### config.mk
export PLATFORM = sky130hd
export DESIGN_NAME = capture_ctrl
export DESIGN_NICKNAME = d
export VERILOG_FILES = /design/src/rtl/capture_ctrl.sv
export SDC_FILE = /design/constraint.sdc
export NUM_CORES = 1
export LEC_CHECK = 0
export CAP_MARGIN = 20
export CORE_AREA = 2 2 121 123
export DETAILED_ROUTE_END_ITERATION = 7
export DIE_AREA = 0 0 123 125
export SYNTH_ARGS = -nofsm -noshare
export SYNTH_HDL_FRONTEND = slang
export SYNTH_SLANG_ARGS = --single-unit
### constraint.sdc
create_clock -name wr_clk -period 3 [get_ports wr_clk]
set_input_delay 0.3 -clock wr_clk [delete_from_list [all_inputs] [get_ports wr_clk]]
set_output_delay 0.3 -clock wr_clk [all_outputs]
set_load 0.01 [all_outputs]
### src/rtl/capture_ctrl.sv
// capture_ctrl: arms a capture FIFO (reset pulse, wait for write side ready), captures N ADC words on trigger, drains.
// Latency: adc_data -> fifo_din through one register stage; fifo_wr_en is combinational on that registered sample.
// Backpressure: fifo_full drops the registered sample and sets sticky overflow; there is no stall or replay.
// Ports: wr_clk/rst_n clock and synchronous active-low reset; arm/trig/abort sequence control;
//        num_samples capture length (latched on accepted arm); adc_data/adc_valid sample input;
//        fifo_rst/fifo_wr_en/fifo_din and fifo_full/fifo_wr_empty/fifo_wr_rst_busy FIFO write side;
//        busy/done/overflow/sample_cnt status.
module capture_ctrl #(
    parameter int RST_CYCLES  = 8,
    parameter int DRAIN_GUARD = 4
) (
    input  logic        wr_clk,
    input  logic        rst_n,
    input  logic        arm,
    input  logic        trig,
    input  logic        abort,
    input  logic [15:0] num_samples,
    input  logic [15:0] adc_data,
    input  logic        adc_valid,
    input  logic        fifo_full,
    input  logic        fifo_wr_empty,
    input  logic        fifo_wr_rst_busy,
    output logic        fifo_rst,
    output logic        fifo_wr_en,
    output logic [15:0] fifo_din,
    output logic        busy,
    output logic        done,
    output logic        overflow,
    output logic [15:0] sample_cnt
);

    typedef enum logic [2:0] {
        S_IDLE,
        S_FLUSH,
        S_WAIT_RDY,
        S_ARMED,
        S_CAPTURE,
        S_DRAIN
    } state_t;

    localparam logic [15:0] LP_RST_LAST = 16'(RST_CYCLES - 1);
    localparam logic [15:0] LP_GUARD    = 16'(DRAIN_GUARD);

    state_t      r_state;
    state_t      w_next;
    logic [15:0] r_tmr;        // cycles spent in the current state (FLUSH length, DRAIN guard)
    logic [15:0] r_n;
    logic [15:0] r_cnt;
    logic [15:0] r_data_q;
    logic        r_valid_q;
    logic        r_overflow;
    logic        r_done;

    logic        w_accept;     // arm taken in IDLE
    logic        w_zero;       // arm with zero length: finish immediately
    logic        w_wr_en;
    logic        w_drop;
    logic        w_finish;

    always_comb begin
        w_next   = r_state;
        w_accept = 1'b0;
        w_zero   = 1'b0;
        w_wr_en  = 1'b0;
        w_drop   = 1'b0;
        w_finish = 1'b0;
        case (r_state)
            S_IDLE: begin
                // abort outranks arm even while idle
                if (arm && !abort) begin
                    w_accept = 1'b1;
                    if (num_samples == 16'd0) begin
                        w_zero = 1'b1;
                    end else begin
                        w_next = S_FLUSH;
                    end
                end
            end
            S_FLUSH: begin
                if (abort) begin
                    w_next = S_IDLE;
                end else if (r_tmr == LP_RST_LAST) begin
                    w_next = S_WAIT_RDY;
                end
            end
            S_WAIT_RDY: begin
                if (abort) begin
                    w_next = S_IDLE;
                end else if (!fifo_wr_rst_busy) begin
                    w_next = S_ARMED;
                end
            end
            S_ARMED: begin
                if (abort) begin
                    w_next = S_IDLE;
                end else if (trig) begin
                    w_next = S_CAPTURE;
                end
            end
            S_CAPTURE: begin
                if (abort) begin
                    w_next = S_IDLE;
                end else if (r_valid_q && (r_cnt < r_n)) begin
                    if (fifo_full) begin
                        w_drop = 1'b1;
                    end else begin
                        w_wr_en = 1'b1;
                        if ((r_cnt + 16'd1) == r_n) begin
                            w_next = S_DRAIN;
                        end
                    end
                end
            end
            S_DRAIN: begin
                // the empty flag lags the last writes, so it is not trusted until the guard expires
                if (abort) begin
                    w_next = S_IDLE;
                end else if ((r_tmr >= LP_GUARD) && fifo_wr_empty) begin
                    w_next   = S_IDLE;
                    w_finish = 1'b1;
                end
            end
            default: begin
                w_next = S_IDLE;
            end
        endcase
    end

    always_ff @(posedge wr_clk) begin
        if (!rst_n) begin
            r_state <= S_IDLE;
        end else begin
            r_state <= w_next;
        end
    end

    always_ff @(posedge wr_clk) begin
        if (!rst_n) begin
            r_tmr <= 16'd0;
        end else if (w_next != r_state) begin
            r_tmr <= 16'd0;
        end else if (r_tmr != 16'hFFFF) begin
            r_tmr <= r_tmr + 16'd1;
        end
    end

    always_ff @(posedge wr_clk) begin
        if (!rst_n) begin
            r_valid_q  <= 1'b0;
            r_data_q   <= 16'd0;
            r_n        <= 16'd0;
            r_cnt      <= 16'd0;
            r_overflow <= 1'b0;
            r_done     <= 1'b0;
        end else begin
            r_valid_q <= adc_valid;
            r_data_q  <= adc_data;
            // done is registered: it rises on the same edge that returns the FSM to IDLE
            r_done    <= w_zero | w_finish;
            if (w_accept) begin
                r_n        <= num_samples;
                r_cnt      <= 16'd0;
                r_overflow <= 1'b0;
            end
            if (w_wr_en) begin
                r_cnt <= r_cnt + 16'd1;
            end
            if (w_drop) begin
                r_overflow <= 1'b1;
            end
        end
    end

    assign fifo_rst   = (r_state == S_FLUSH);
    assign fifo_wr_en = w_wr_en;
    assign fifo_din   = r_data_q;
    assign busy       = (r_state != S_IDLE);
    assign done       = r_done;
    assign overflow   = r_overflow;
    assign sample_cnt = r_cnt;

endmodule

Yosys cells after proc, flatten, opt, wreduce, memory -nomap -nowiden
Index checks and enable logic that the tools add are counted.

storage, ports and cells
  bits in read-only memories = 0
  bits of input ports = 41
  word-level logic and storage cells = 68
  memory bits (writable) = 0
  output and inout port bits = 37
  memories = 0
  bits in registers = 70
  latch bits = 0

operators by class
  $lt $le $gt $ge = 2
  divide/modulo/power cells = 0
  $mul = 0
  shift-type cells = 0
  eq/ne operators = 9
  reduce and logical (&&, ||, !) cells = 10
  bitwise operators = 2
  $add $sub $neg = 2
  muxes and demuxes = 35

operators with widths
  cell                     count
  $mux W3                  14
  $add A16 B1 Y16 const B  2
  $mux W16                 2
  $mux W1                  18
  $pmux W3 S6              1
  $eq A16 B16 Y1           1
  $eq A16 B3 Y1 const B    1
  $ge A16 B3 Y1 const B    1
  $logic_not A16 Y1        1
  $lt A16 B16 Y1           1
  $ne A16 B16 Y1 const B   1
  $eq A3 B2 Y1 const B     2
  $eq A3 B3 Y1 const B     2
  $reduce_bool A2 Y1       2
  $eq A3 B1 Y1 const B     1
  $logic_and A1 B1 Y1      3
  $logic_not A3 Y1         1
  $ne A3 B3 Y1             1
  $reduce_bool A3 Y1       1
  $reduce_or A2 Y1         1
  $logic_not A1 Y1         1
  $not A1 Y1               1
  $or A1 B1 Y1             1

Logic depth before layout (Yosys ltp)
  depth after elaboration = 9
  mapped depth = 11
  gate-level depth less buffers = 10

Least setup slack after synthesis
No wires, ideal clock.

  path kind = reg-to-reg
  start point = register r_cnt[6] (netlist: sample_cnt[6])
  end point = register r_tmr[10]
  stages on the path, launching flop included = 9
  arrival time = 2.227 ns
  required time = 2.870 ns
  library setup time = 0.130 ns
  path buffers = 1
  path slack = 0.643 ns
  clock period less this slack = 2.357 ns
  path through = dfxtp_1 ha_1 a21o_1 a221oi_1 o211a_2 nand3_1 o21ai_4 buf_6 a211oi_2

on the way
  cells in the longest elaborated chain, start to end = 9
  elaborated cells between the ends (all ways) = 11
  classes of those cells = add/sub (1); order compare (1); eq/ne (2); mux (5); reduce/logical (2)

RTL lines
  element                                RTL line  RTL
  start, declared                        48        logic [15:0] r_cnt;
  start signal, assigned                 166       r_cnt <= r_cnt + 16'd1;
  $add A16 B1 Y16                        108       if ((r_cnt + 16'd1) == r_n) begin
  $eq A16 B16 Y1                         108
  $mux W3                                108
  $mux W3                                104       if (fifo_full) begin
  $mux W3 (*)                            103       end else if (r_valid_q && (r_cnt < r_n)) begin
  $mux W3 (*)                            101       if (abort) begin
  $pmux W3 S6 (*)                        67        case (r_state)
  $ne A3 B3 Y1 (*)                       140       end else if (w_next != r_state) begin
  $reduce_or A2 Y1 (no source line) (*)  n/a
  end signal, assigned                   143       r_tmr <= r_tmr + 16'd1;
  end, declared                          46        logic [15:0] r_tmr;

Every way passes the cells marked *; elsewhere a longest branch is shown, timed or not.
A chain may end at the register's enable or synchronous reset.

Final worst setup path
  start point = register r_n[14]
  end point = output fifo_wr_en

on the way
  cells in the longest elaborated chain, start to end = 5

RTL lines
  element                 RTL line  RTL
  start, declared         47        logic [15:0] r_n;
  start signal, assigned  161       r_n <= num_samples;
  $lt A16 B16 Y1          103
  $logic_and A1 B1 Y1     103
  $mux W1                 103
  $mux W1                 101
  $mux W1                 67
  end, declared           24        output logic fifo_wr_en,

No other way between the ends.

==> reports/metrics.cfg <==
[timing]
post-route-period-util_pct = 95.28
drv_slew = 0
setup_viol = 0
slew_headroom_pct = 48.40
skew_ps = 6.001
fmax_mhz = 349.9
fin_crit_ps = 2858
setup_tns_ps = 0
postLayoutSetupSlackWorst_ps = 141.6
tightest_slew_ps = 772.1
rsz0062_at_grt = no
hold_viol = 0

[layout]
design_area_um2 = 5329
fin_nets = 619
antennaDiodeCount = 0
final_common_cell = clkdlybuf4s50_1
fillers = 1483
layout_common_cells = clkdlybuf4s50_1, dfxtp_1, nand2_1
layout-area-overhead-vs-synth_pct = 32.10
instances_no_fill = 747
drive_gt1_share_pct = 12.26

[synthesis]
ys_types = 69
synth_seq_area_share_pct = 34.74
syn_nets = 538
syn_inst = 478
synthFlopType = dfxtp_1
syn_avg_cell_area_um2 = 8.439
ys_seq_elements = 70
synth_edf_count = 0
yosys_warnings = 0
syn_area_um2 = 4034
async_flop_share_pct = 0

[cts]
cts.path.max_buffers = 2
cts_root_buffer = clkbuf_16
cts_buffers = 9
path_clk_slew_ps = 60
clkSinkCount = 70
cts_htree_levels = 3
hold_buffers = 0
postCtsSetupBuffers = 0
cts_tree = yes
insertion_delay_ps = 340

[setup_path]
r2r_end = r_tmr[4]
r2r_setup_slack_ps = 380
crit_path_end = fifo_wr_en
slowest_stage = or3_4
cp_max_fo = 8
critPathLaunch = r_n[14]
path_cells = inv_1 -> ha_1 -> nand4_1 -> or3_4 -> a211o_1 -> o211a_2 -> nand2_2 -> clkinv_1 -> dlygate4sd2_1
critical_path_arrival_ps = 2560
required_ps = 2700
cp-end-kind = primary output
crit_type = reg -> out
cp_slowest_stage_delay_ps = 440
reg2regPathDepth = 9
start_kind = register
rr_startpoint = sample_cnt[0]

[floorplanning]
core_area_um2 = 14200
rows = 44
initial_core_util_pct = 28.40
fp.dieW_um = 123
die_h_um = 125
die_area_um2 = 15380
io_pins = 78

[drt]
drc = 0
vias = 3722
viasPerCell = 4.983
drt_iter0_drc = 192
wire_per_inst_um = 14.80
antenna_left = 0
drt_pass1_iterations = 5
wl_um = 11060

[placement]
gp_congestion = 0.8793
dpl.hpwl_um = 8160
pre_cts_ws_ps = 245.0
place_inst = 732
placed_area_um2 = 5029
io_buffers = 77

[pwr]
fin_total_pwr_uw = 2301
swShare_pct = 23.92
combPwrFrac_pct = 11.8
p_clk_share_pct = 45.9
seqPwrFrac_pct = 42.3
p_int_uw = 1751
ir_worst_vdd_mv = 0.2541
p_leak_uw = 0.001948
p_per_area_nw_per_um2 = 431.8
power.switching_uw = 550.5

[global_route]
grt_usage_pct = 14.72
antenna_found_initial = 0
grt_max_degree = 20
grt_pass1_wl_um = 17920
grt_overflow = 0
grt_pass1_vias = 3608

[job]
cap_violations = 0

[worst_hold_path]
hold_path_class = reg -> reg

[outcome]
status = finished clean

Yosys cell counts, drive strengths merged, types with 2 or more instances:
master   n  share of area [%]
nand3b   6                1.1
o21a     2               0.37
nand3   23                3.2
nand2b   4               0.62
o21ai   17                2.4
o211ai   5                1.1
inv     23                2.1
a21bo    2               0.50
nor2    22                2.1
nor2b    2               0.31
a31oi    5               0.78
nor3b    2               0.37
a211oi  16                4.3
xnor2   19                4.1
or3      7                1.1
and3    11                1.7
and4     5                1.2
nand2   54                5.0
dfxtp   70                 35
nand4    9                1.9
nor3    22                2.7
clkbuf  10               0.93
and2    19                3.0
nor4    10                2.1
a211o    2               0.43
buf     14                2.4
a21o     3               0.56
or2      2               0.31
xor2    10                2.2
o211a    2               0.50
a21oi   40                5.1
ha      19                5.9
mux2i    2               0.50
sequential cells by signal (all words and copies together) (netlist names):
signal / count
done: 1
overflow: 1
r_n: 16
fifo_din: 16
sample_cnt: 16
r_state: 3
r_tmr: 16
r_valid_q: 1
layout make-up:
cell class	count	area [um^2]	area share (%)
Clock buffer	11	242.7	4.555
Clock inverter	4	47.55	0.8922
Inverter	24	90.09	1.691
Multi-Input combinational cell	360	2416	45.34
Sequential cell	70	1405	26.37
Tap cell	184	230.2	4.320
Timing Repair Buffer	94	897.1	16.83
how the worst min path moves through the flow:
stage	startpoint	cells past startpoint	slack (ps)	endpoint
after global placement	overflow	2	450	overflow
after CTS	r_n[0]	2	470	r_n[0]
final	r_n[0]	2	460	r_n[0]
after detailed placement	overflow	2	450	overflow
after global routing	overflow	2	480	overflow
after floorplan	abort	1	380	r_state[2]
power groups by stage:
stage / registers [uW] / logic, uW / clock network [uW]
after floorplan: 995 / 134 / 0
after global placement: 991 / 264 / 0
after detailed placement: 993 / 267 / 0
after CTS: 973 / 272 / 1090
after global routing: 976 / 296 / 1130
final: 973 / 271 / 1060
metal layers:
layer	up-vias	share of wire (%)	track usage, %
li1	1882	-	-
met1	1724	47	19.35
met2	102	45	23.20
met3	14	6.1	3.923
met4	0	1.7	5.013
met5	-	0	0
kinds of logic after synthesis:
family                     after synthesis  share of synthesized area [%]
buffers and inverters                   48                          5.552
muxes                                    2                         0.4963
DFF                                     70                          34.74
xor gates and xnor gates                29                          6.296
and+or+nand+nor                        203                          27.85
adders and majority gates               19                          5.893
AOI/OAI and AO/OA                      107                          19.17
worst max-delay path: cells and delay by family (launching register included):
| family | cells | cell delay, ps |
|---|---|---|
| AOI/OAI and AO/OA | 2 | 460 |
| adders and majority gates | 1 | 300 |
| buffers and inverters | 3 | 420 |
| DFF | 1 | 370 |
| and+or+nand+nor | 3 | 680 |
through the flow:
stage               utilization [%]  hold WS (ps)
global placement              35.40         450.5
detailed placement            35.40         451.8
CTS                           37.47         465.0
global route                  37.52         479.5
floorplan                         -         379.3
finish                        37.52         462.8
what timing repair did:
| action | in CTS | in global routing |
|---|---|---|
| gates cloned | 0 | 0 |
| pin swaps | 0 | 0 |
| endpoints found under the setup margin | 1 | 1 |
| endpoints found under the hold margin | 0 | 0 |
| resized for setup | 2 | 4 |
(Power assumes the default switching activity.)
